$ cat config.mk
export PLATFORM = sky130hd
export DESIGN_NAME = cdc_handshake_tx_arbiter
export DESIGN_NICKNAME = d
export VERILOG_FILES = /design/src/rtl/cdc_handshake_tx_arbiter.sv
export SDC_FILE = /design/constraint.sdc
export NUM_CORES = 1
export LEC_CHECK = 0
export ABC_AREA = 1
export BUFFER_PORTS_ARGS = -buffer_cell sky130_fd_sc_hd__buf_4
export CAP_MARGIN = 15
export CORE_UTILIZATION = 47
export DETAILED_ROUTE_END_ITERATION = 8
export PLACE_DENSITY = 0.79
export REMOVE_ABC_BUFFERS = 1
export SYNTH_ARGS = -nofsm -noshare
export SYNTH_HDL_FRONTEND = slang
export SYNTH_SLANG_ARGS = --single-unit
$ cat constraint.sdc
create_clock -name Clk -period 5.3 [get_ports Clk]
set_input_delay 0.265 -clock Clk [delete_from_list [all_inputs] [get_ports Clk]]
set_output_delay 0.265 -clock Clk [all_outputs]
set_load 0.02 [all_outputs]
$ cat src/rtl/cdc_handshake_tx_arbiter.sv
// cdc_handshake_tx_arbiter: round-robin source-side arbiter driving one toggle-handshake CDC data channel
// Ports: Clk, sync_rst_n (synchronous active-low reset); ReqValid/ReqData per-requester inputs,
// ReqReady one-hot combinational accept; TxData/TxTag/TxToggle registered crossing bus;
// AckToggle synchronized far-side ack; Busy (not IDLE); TimeoutError sticky ack-timeout flag.
// Optional: define CDC_HANDSHAKE_TIMEOUT_EN to add the ack timeout that halts until reset.
module cdc_handshake_tx_arbiter #(
  parameter int DATA_BITWIDTH = 8,
  parameter int REQUESTER_COUNT = 4,
  parameter int TAG_BITWIDTH = $clog2(REQUESTER_COUNT),
  parameter int SETUP_CYCLES = 2,
  parameter int TIMEOUT_CYCLES = 255
) (
  input  logic Clk,
  input  logic sync_rst_n,
  input  logic [REQUESTER_COUNT-1:0] ReqValid,
  input  logic [REQUESTER_COUNT*DATA_BITWIDTH-1:0] ReqData,
  output logic [REQUESTER_COUNT-1:0] ReqReady,
  output logic [DATA_BITWIDTH-1:0] TxData,
  output logic [TAG_BITWIDTH-1:0] TxTag,
  output logic TxToggle,
  input  logic AckToggle,
  output logic Busy,
  output logic TimeoutError
);
`ifdef CDC_HANDSHAKE_TIMEOUT_EN
  typedef enum logic [1:0] {IDLE, SETUP, WAIT_ACK, HALT} state_t;
  localparam int WAIT_BITS = $clog2(TIMEOUT_CYCLES + 1);
  logic [WAIT_BITS-1:0] waitCnt;
  logic timeoutFlag;
`else
  typedef enum logic [1:0] {IDLE, SETUP, WAIT_ACK} state_t;
`endif
  state_t state, stateNext;
  logic [TAG_BITWIDTH-1:0] rrPtr, grantIdx, grantOfs;
  logic [TAG_BITWIDTH:0] grantSum;
  logic [REQUESTER_COUNT-1:0] validRot;
  logic [3:0] setupCnt;
  logic accept;
  // Rotate so bit 0 is the pointer position; lowest set bit is the round-robin winner.
  assign validRot = REQUESTER_COUNT'({ReqValid, ReqValid} >> rrPtr);
  always_comb begin
    grantOfs = '0;
    for (int k = REQUESTER_COUNT - 1; k >= 0; k--)
      if (validRot[k]) grantOfs = TAG_BITWIDTH'(k);
    grantSum = {1'b0, rrPtr} + {1'b0, grantOfs};
    grantIdx = (grantSum >= (TAG_BITWIDTH+1)'(REQUESTER_COUNT))
             ? TAG_BITWIDTH'(grantSum - (TAG_BITWIDTH+1)'(REQUESTER_COUNT))
             : grantSum[TAG_BITWIDTH-1:0];
  end
  assign accept = (state == IDLE) && (|ReqValid);
  assign ReqReady = (sync_rst_n && accept) ? (REQUESTER_COUNT'(1) << grantIdx) : '0;
  assign Busy = state != IDLE;
  always_comb begin
    stateNext = state;
    case (state)
      IDLE:     stateNext = accept ? SETUP : IDLE;
      SETUP:    stateNext = (setupCnt == 4'd0) ? WAIT_ACK : SETUP;
`ifdef CDC_HANDSHAKE_TIMEOUT_EN
      WAIT_ACK: stateNext = (AckToggle == TxToggle) ? IDLE
                          : (waitCnt == WAIT_BITS'(TIMEOUT_CYCLES - 1)) ? HALT : WAIT_ACK;
`else
      WAIT_ACK: stateNext = (AckToggle == TxToggle) ? IDLE : WAIT_ACK;
`endif
      default:  stateNext = state;
    endcase
  end
  always_ff @(posedge Clk) begin
    if (!sync_rst_n) begin
      state <= IDLE;
      TxData <= '0;
      TxTag <= '0;
      TxToggle <= 1'b0;
      rrPtr <= '0;
      setupCnt <= '0;
    end else begin
      state <= stateNext;
      if (accept) begin
        TxData <= ReqData[grantIdx*DATA_BITWIDTH +: DATA_BITWIDTH];
        TxTag <= grantIdx;
        rrPtr <= (32'(grantIdx) == REQUESTER_COUNT - 1) ? '0 : grantIdx + 1'b1;
        setupCnt <= 4'(SETUP_CYCLES - 1);
      end else if (state == SETUP && setupCnt != 4'd0) begin
        setupCnt <= setupCnt - 4'd1;
      end
      if (state == SETUP && setupCnt == 4'd0) TxToggle <= ~TxToggle;
    end
  end
`ifdef CDC_HANDSHAKE_TIMEOUT_EN
  always_ff @(posedge Clk) begin
    if (!sync_rst_n) begin
      waitCnt <= '0;
      timeoutFlag <= 1'b0;
    end else begin
      waitCnt <= (state == WAIT_ACK) ? waitCnt + 1'b1 : '0;
      if (state == WAIT_ACK && stateNext == HALT) timeoutFlag <= 1'b1;
    end
  end
  assign TimeoutError = timeoutFlag;
`else
  assign TimeoutError = 1'b0;
`endif
endmodule

# Yosys cells after proc, flatten, opt, wreduce, memory -nomap -nowiden
# Index checks and enable logic that the tools add are counted.
# classes
add_sub_neg,4
order_cmp,1
eq_ne,4
n_shift,3
mux,13
bitwise,2
reduce_logical,12
# ops
op,n
32-bit by 6-bit indexed part select with 8-bit output,1
2-bit two-way mux,8
8-bit by 2-bit right shift with 4-bit output,1
2-bit case mux with 3 select lines,1
"2-bit == test, second input constant",2
1-bit logical AND,4
4-bit logical NOT,1
4-bit two-way mux,1
2-bit nonzero test,2
4-bit nonzero test,1
4-bit OR reduction,1
"1-bit by 2-bit left shift with 4-bit output, first input constant",1
"4-bit by 1-bit subtractor with 4-bit output, second input constant",1
2-bit by 2-bit adder with 3-bit output,1
"3-bit greater-or-equal comparator, second input constant",1
1-bit two-way mux,3
3-bit nonzero test,1
"2-bit by 1-bit adder with 2-bit output, second input constant",1
"2-bit by 1-bit == test with 1-bit output, second input constant",1
2-bit logical NOT,1
1-bit inverter,2
2-bit OR reduction,1
"2-bit by 1-bit subtractor with 2-bit output, second input constant",1
1-bit == test,1
# totals
reg_bits,19
elab_cells,46

# Logic depth before layout (Yosys ltp)
# Gate-level depths: netlist (run 1).
# depth
depth_word,10
ltp_mapped,15
depth_no_buf,14

# Worst setup path after synthesis (run 1)
# No wires, ideal clock.
# synth_timing
kind,register to output
from,register rrPtr[1]
to,output port ReqReady[3]
arrival_time_ps,2204
setup_slack_ps,2831
stages_incl_launch_ff,11
path_buffers,2
path_cell_list,dfxtp_1 > inv_2 > nand3_1 > nand2_1 > nand3_1 > a21boi_0 > ha_1 > buf_2 > buf_2 > inv_1 > nor3_1
# synth_via
elab_chain_len,10
elab_cells_between_ends,11
classes_between,add/sub: 2; order compare: 1; shift: 2; mux: 6
# synth_lines
item,line_no,rtl
from (decl),34,"logic [TAG_BITWIDTH-1:0] rrPtr, grantIdx, grantOfs;"
from (signal assigned),80,rrPtr <= (32'(grantIdx) == REQUESTER_COUNT - 1) ? '0 : grantIdx + 1'b1;
8-bit by 2-bit right shift with 4-bit output,40,"assign validRot = REQUESTER_COUNT'({ReqValid, ReqValid} >> rrPtr);"
2-bit two-way mux (4 in a row),44,if (validRot[k]) grantOfs = TAG_BITWIDTH'(k);
2-bit by 2-bit adder with 3-bit output (*),45,"grantSum = {1'b0, rrPtr} + {1'b0, grantOfs};"
3-bit greater-or-equal comparator / 2-bit by 1-bit subtractor with 2-bit output (equally long branches),"46, 47",
2-bit two-way mux (*),47,? TAG_BITWIDTH'(grantSum - (TAG_BITWIDTH+1)'(REQUESTER_COUNT))
via grantIdx[0],34,
1-bit by 2-bit left shift with 4-bit output (*),51,assign ReqReady = (sync_rst_n && accept) ? (REQUESTER_COUNT'(1) << grantIdx) : '0;
4-bit two-way mux (*),51,
to (decl),17,"output logic [REQUESTER_COUNT-1:0] ReqReady,"
# The timed path passes the listed nets; every way through them passes the cells marked *.

# Final worst setup path (run 1)
# layout_timing
from,register rrPtr[0]
to,output port ReqReady[2]
# Same word-level chain as after synthesis.

==> results of run 1 <==
## synth_stat cells
cell type / count / area, um2
or2_2: 1 / 6.260
o31ai_4: 1 / 21.27
a211oi_1: 1 / 7.510
a21boi_0: 1 / 7.510
dfxtp_1: 19 / 380.4
o22ai_1: 2 / 12.51
nand3_4: 1 / 17.52
nand2_4: 2 / 22.52
a31oi_1: 2 / 12.51
nand2_1: 45 / 168.9
nor3_2: 1 / 10.01
inv_2: 4 / 15.01
nand3_1: 26 / 130.1
buf_2: 3 / 15.01
xor2_1: 1 / 8.760
mux2i_1: 16 / 160.2
o21ai_0: 5 / 25.02
nand2_2: 5 / 31.28
nand4_1: 1 / 6.260
inv_1: 16 / 60.06
nor3b_1: 1 / 7.510
nor2_1: 4 / 15.01
or2_1: 1 / 6.260
nor2_2: 1 / 6.260
conb_1: 1 / 3.750
nor3_1: 3 / 15.01
a21oi_1: 5 / 25.02
buf_4: 1 / 7.510
xor2_2: 1 / 16.27
ha_1: 7 / 87.58
buf_6: 1 / 11.26
## report_power, final
part	switching (W)	total, W	internal [W]
registers	0.0000389	0.000231	0.000193
clock network	0.0000452	0.0000744	0.0000292
logic	0.000415	0.000701	0.000287
## stage by stage
| stage | hold WS [ns] | utilization (%) | instance area, um2 |
|---|---|---|---|
| finish | 0.2927 | 68.37 | 1755 |
| floorplan | 0.4322 | - | 1286 |
| CTS | 0.2906 | 68.37 | 1755 |
| global placement | 0.4411 | 67.35 | 1729 |
| global route | 0.2940 | 68.37 | 1755 |
| detailed placement | 0.4480 | 67.35 | 1729 |
## area by class of cell
type                    instances  area [um2]
multi-input cells             135       830.8
fillers                       225       812.0
repair buffers                 54       405.4
flip-flops and latches         19       380.4
inverters                      20       75.07
well taps                      30       37.54
clock buffers                   4       26.28
## state kept, by name, indices dropped and copies added, names as in the netlist
signal and flops:
TxData 8, TxTag 2, TxToggle 1, rrPtr 2, setupCnt 4, state 2
## tightest hold or removal path: cells and delay by family
| family | cells | cell delay [ns] |
|---|---|---|
| buffers and inverters | 1 | 0.07 |
| muxes | 1 | 0.06 |
| and+or+nand+nor | 3 | 0.17 |
## logic make-up after synthesis
group,Yosys count
compound gates,17
other cells,1
fa+ha+maj,7
mux,16
flops,19
xor+xnor,2
simple gates,92
buf+inv,25
## worst paths after layout
kind	start	end	slack (ns)	cells past startpoint
setup / recovery	rrPtr[0]$_SDFFE_PN0P_	ReqReady[2]	2.09	12
hold / removal	ReqData[30]	TxData[6]$_SDFFE_PN0P_	0.29	5
setup reg to reg	rrPtr[0]$_SDFFE_PN0P_	rrPtr[1]$_SDFFE_PN0P_	2.63	10
hold reg to reg	TxData[0]$_SDFFE_PN0P_	TxData[0]$_SDFFE_PN0P_	0.47	2
## layer usage
metal,global-route usage (%),vias to the layer above
li1,-,703
met1,28.62,612
met2,39.56,68
met3,5.191,6
met4,4.167,0
met5,0,-
==> metrics.md, run 1 <==
| Metric | Value |
|---|---|
| Status | `finished clean` |
| Post-synthesis instance area | `roughly 1300 um2` |
| Total power | `0.001007 W` |
| Met2 routed WL | `around 1500 um` |
| Clock Latency Late Sink | `0.29 ns` |
| Initial Util | `around 51%` |
| Netlist cell types | `31` |
| Syn. warnings | `0` |
| Top delay family on crit path | `adder cells` |
| Clock Sinks | `19` |
| Setup ws final | `around 2.1 ns` |
| Commonest non-fill, non-tap cell in the layout | `buf_4` |
| Post_cts resized | `0` |
| CP max stage delay | `about 0.74 ns` |
| Final non-filler cell total | `roughly 260` |
| RePlAce Congestion | `about 0.8` |
| Longest Clk Path Bufs | `2` |
| CTS Buf Count | `3` |
| Final Max Tran Viols | `0` |
| Final setup TNS | `0 ns` |
| Met3 Wirelength | `roughly 250 um` |
| Highest Signal Layer | `met4` |
| Period minus WS final | `3.209 ns` |
| Fin. Hold Viols | `0` |
| Placed cell count | `between 200 and 300` |
| Die Footprint | `~3000 um2` |
| Share of layout cells above drive strength 1 | `31.90%` |
| Simple-Gate Fraction of Synth Area | `33.55%` |
| CORE AREA | `2567 um2` |
| Critical path class | `reg -> out` |
| Synth Area in Adders | `under 10%` |
| # port buffers | `54` |
| Max Freq | `between 300 and 400 MHz` |
| Die H | `~55 um` |
| Area Growth Syn to Fin | `32.99%` |
| WL/cell | `12.15 um` |
| Largest net degree at the start of global routing | `20` |
| Syn avg cell area | `7.374 um2` |
| Initial antenna violation count | `0` |
| RSZ-0062 raised after global routing | `false` |
| Rows | `18` |
| Io pins | `56` |
| Die Wd | `approximately 55 um` |
| Dpl ws | `~2.5 ns` |
| CTS tree | `done` |
| Number of global-route vias before repair | `around 1200` |
| Hpwl dp | `2517 um` |
| Sequential share of the synthesized area | `28.82%` |
| Worst VDD drop | `between 300 and 400 uV` |
| Gr ovfl total | `0` |
| Max-slew headroom | `41.68%` |
| Vias | `1389` |
| Pwr dens | `approximately 570 nW/um2` |
| DRC viols | `0` |
| Max_cap viols | `0` |
| Vias per std cell | `around 5.3` |
| Clock Tree Root | `clkbuf_4` |
| Worst setup SP type | `flop` |
| CP bufs+invs | `4` |
| H-Tree Depth | `1` |
| Tcrit/Tclk final | `60.55%` |
| Synth Area in Compound Gates | `8.436%` |
| Lkg Pwr | `0.8865 nW` |
| Synthesized flop and latch total | `19` |
| Post-cts hold buffer count | `0` |
| TritonRoute pass-1 iters | `4` |
| Worst-path cell chain | `inv_2 > nand2_1 > nand3_1 > nand2_1 > nand3_1 > a21boi_0 > ha_1 > inv_1 > ha_1 > inv_1 > nor2_1 > buf_4` |
| Post-route ant nets | `0` |
| Setup Buffers After CTS | `0` |
| Overall Global Routing Usage | `a little under a quarter` |
| CP Max Fanout | `19` |
| DRT Wirelength | `3183 um` |
| Post-synthesis mux area share | `between 10 and 15%` |
| Combinational family with the most area after synthesis | `simple AND/OR/NAND/NOR gates` |
| # setup viols final | `0` |
| First-pass GRT wire length | `5002 um` |
| Xor/xnor share of the synthesized area | `~1.9%` |
| Commonest non-fill, non-tap cells in the layout | `54 x buf_4, 45 x nand2_1, 26 x nand3_1` |
| Clock skew | `0.007427 ns` |
| Data required, critical path | `roughly 5 ns` |
| DR iter-0 viols | `approximately 40` |
| CP endpoint kind | `output port` |
| Hold Crit Class | `in -> reg` |
| M1 WL | `approximately 1400 um` |
| Clock slew at reported path FFs | `approximately 0.12 ns` |
| # diodes | `0` |
| CP Data Arrival Time | `2.94 ns` |
| Layout net count | `approximately 280` |
| Least-Margin Pin Slew | `slightly below 0.9 ns` |
| Synthesized instance count | `179` |
| Slowest cell on crit path | `ha_1` |
No activity file was read; power rests on OpenSTA's default activity.
==> run 2, diff against run 1 <==
ABC_AREA = 0   (was 1)
PLACE_DENSITY = 0.77   (was 0.79)
clock period = 3 ns   (was 5.3 ns; I/O delays follow)
==> metrics.md, run 2 <==
| Metric | Value |
|---|---|
| Worst Setup SP | `rrPtr[0]$_SDFFE_PN0P_` |
| First-pass GRT wire length | `between 5000 and 6000 um` |
| Post-synthesis instance area | `about 1500 um2` |
| Worst setup SP type | `flop` |
| Max FFs per register | `8` |
| Period minus WS final | `~2.7 ns` |
| Final Max Tran Viols | `0` |
| Total power | `roughly 0.0018 W` |
| Layout net count | `between 200 and 300` |
| RePlAce Congestion | `around 0.7` |
| Max Freq | `around 370 MHz` |
| Die Footprint | `around 3400 um2` |
| Overall Global Routing Usage | `22.19%` |
| Worst reg-to-reg path cell count | `7` |
| Clock Sinks | `19` |
| DRC viols | `0` |
| Longest Clk Path Bufs | `2` |
| Syn avg cell area | `approximately 9.2 um2` |
| RSZ-0062 raised after global routing | `false` |
| Hold Crit Class | `in -> reg` |
| Fillers | `286` |
| Final setup TNS | `0 ns` |
| Top Registers | `TxData: 8 flops, setupCnt: 4 flops` |
| Status | `finished clean` |
| Share of layout cells above drive strength 1 | `42.18%` |
| # setup viols final | `0` |
| Most frequent cell after synthesis | `dfxtp_1` |
| CP Max Fanout | `12` |
| Die Wd | `between 50 and 60 um` |
| Netlist cell types | `44` |
| Synth cell count leaders | `19 x dfxtp_1, 16 x mux2_2, 16 x nor2_1, 14 x nand2_1, 10 x a221oi_1` |
| CORE AREA | `between 3000 and 4000 um2` |
| # diodes | `0` |
| Lkg Pwr | `0.8271 nW` |
| Gr ovfl total | `0` |
| CTS Buf Count | `3` |
| Area leader, netlist | `dfxtp_1` |
| Hpwl dp | `around 2800 um` |
| Largest register by flop count | `TxData` |
| Tcrit/Tclk final | `90.75%` |
| Main synth FF type | `dfxtp_1` |
| CP endpoint | `ReqReady[2]` |
| Io pins | `56` |
| EDFF count, synth | `0` |
| Final non-filler cell total | `255` |
| Post_cts resized | `0` |
| Area contributors post-synth | `dfxtp_1 25%, mux2_2 12%, a221oi_2 6.0%` |
| Data required, critical path | `roughly 2.9 ns` |
| Least-Margin Pin Slew | `0.9830 ns` |
| Clock Latency Late Sink | `about 0.3 ns` |
| Synthesized instance count | `about 160` |
| CTS tree | `done` |
| Vias | `about 1400` |
| Clock Tree Root | `clkbuf_4` |
| Sequential share of the synthesized area | `between 20 and 30%` |
| Synthesized flop and latch total | `19` |
| WL/cell | `~14 um` |
| Number of global-route vias before repair | `1300` |
| Clock slew at reported path FFs | `about 0.11 ns` |
| Initial antenna violation count | `0` |
| Post-route ant nets | `0` |
| Core Util, Final | `between 60% and 70%` |
| Pwr dens | `between 900 and 1000 nW/um2` |
| Setup Buffers After CTS | `0` |
| Flop-to-flop setup slack | `~0.33 ns` |
| Largest net degree at the start of global routing | `17` |
| Fin. Hold Viols | `0` |
| Syn. warnings | `0` |
| Reg2Reg Capture Point | `TxData[3]$_SDFFE_PN0P_` |
| Initial Util | `49.34%` |
| Max_cap viols | `0` |
| H-Tree Depth | `1` |
| Max-slew headroom | `33.61%` |
| # port buffers | `54` |
| TritonRoute pass-1 iters | `4` |
| CP endpoint kind | `output port` |
| Area Growth Syn to Fin | `26.83%` |
| DR iter-0 viols | `52` |
| Vias per std cell | `roughly 5.6` |
| Async SR Flop Fraction | `0%` |
| Multi-input gate area | `~1000 um2` |
| Worst VDD drop | `around 480 uV` |
| Placed cell count | `~250` |
| Post-synth top area share | `approximately 25%` |
| DRT Wirelength | `3649 um` |
| Clock skew | `roughly 0.0054 ns` |
| Critical path class | `reg -> out` |
| Commonest non-fill, non-tap cells in the layout | `56 x buf_4, 19 x dfxtp_1, 16 x nor2_1, 16 x mux2_2, 14 x nand2_1` |
| Post-cts hold buffer count | `0` |
| Commonest non-fill, non-tap cell in the layout | `buf_4` |
| Rows | `20` |
| Reg area | `approximately 380 um2` |
| CP Data Arrival Time | `around 2.6 ns` |
| Reg2reg start | `rrPtr[0]$_SDFFE_PN0P_` |
| Die H | `around 59 um` |
run 2: final cells by class:
class                   count  area share [%]
multi-input cells         124           52.19
repair buffers             56           22.00
flip-flops and latches     19           19.91
well taps                  44           2.881
inverters                   8           1.572
clock buffers               3           1.179
clock inverters             1          0.2620
run 2: layer usage:
metal,up-vias,wire [um],track usage [%],share of wire [%]
met5,-,0,0,0
met2,31,1881,37.11,52
met1,683,1606,30.29,44
li1,705,-,-,-
met3,2,130,1.978,3.6
met4,0,29,7.143,0.79
run 2: kinds of logic (layout without fill, tap and decap cells):
group,Yosys count,in the layout,share of synthesized area (%)
AOI/OAI and AO/OA,47,47,27.24
adders and majority gates,7,7,5.814
and+or+nand+nor,46,46,15.12
muxes,16,16,11.96
other,1,1,0.2489
DFF,19,19,25.25
buffers and inverters,20,68,8.555
xor gates and xnor gates,7,7,5.815
run 2: how the worst min path moves through the flow:
stage                                       from                     end  slack [ns]  cells after the start
after floorplan                       sync_rst_n   rrPtr[0]$_SDFFE_PN0P_        0.29                      2
after global placement    TxData[6]$_SDFFE_PN0P_  TxData[6]$_SDFFE_PN0P_        0.44                      2
after detailed placement  TxData[2]$_SDFFE_PN0P_  TxData[2]$_SDFFE_PN0P_        0.45                      2
after CTS                             sync_rst_n   rrPtr[0]$_SDFFE_PN0P_        0.15                      3
after global routing                  sync_rst_n   rrPtr[0]$_SDFFE_PN0P_        0.18                      3
final                                 sync_rst_n   rrPtr[0]$_SDFFE_PN0P_        0.16                      3
run 2: stage by stage:
| stage | setup slack, ns | area (um2) | hold slack (ns) |
|---|---|---|---|
| 6_report | 0.2776 | 1911 | 0.1600 |
| 5_1_grt | 0.09841 | 1911 | 0.1844 |
| 4_1_cts | 0.2681 | 1911 | 0.1516 |
| 3_5_place_dp | 0.3661 | 1883 | 0.4450 |
| 3_3_place_gp | 0.5114 | 1883 | 0.4372 |
| 2_1_floorplan | 0.5490 | 1408 | 0.2884 |
run 2: critical path: stages (launching register included):
cell	delay (ns)
dfxtp_1	0.45
or4_1	0.57
nand3_1	0.11
ha_1	0.24
xor2_4	0.23
xnor2_2	0.20
ha_1	0.21
and3_1	0.14
buf_4	0.13
run 2: power by group:
group          internal (W)  switching [W]
Sequential         0.000341      0.0000845
Clock             0.0000496      0.0000814
Combinational      0.000561       0.000643
Total              0.000951       0.000809
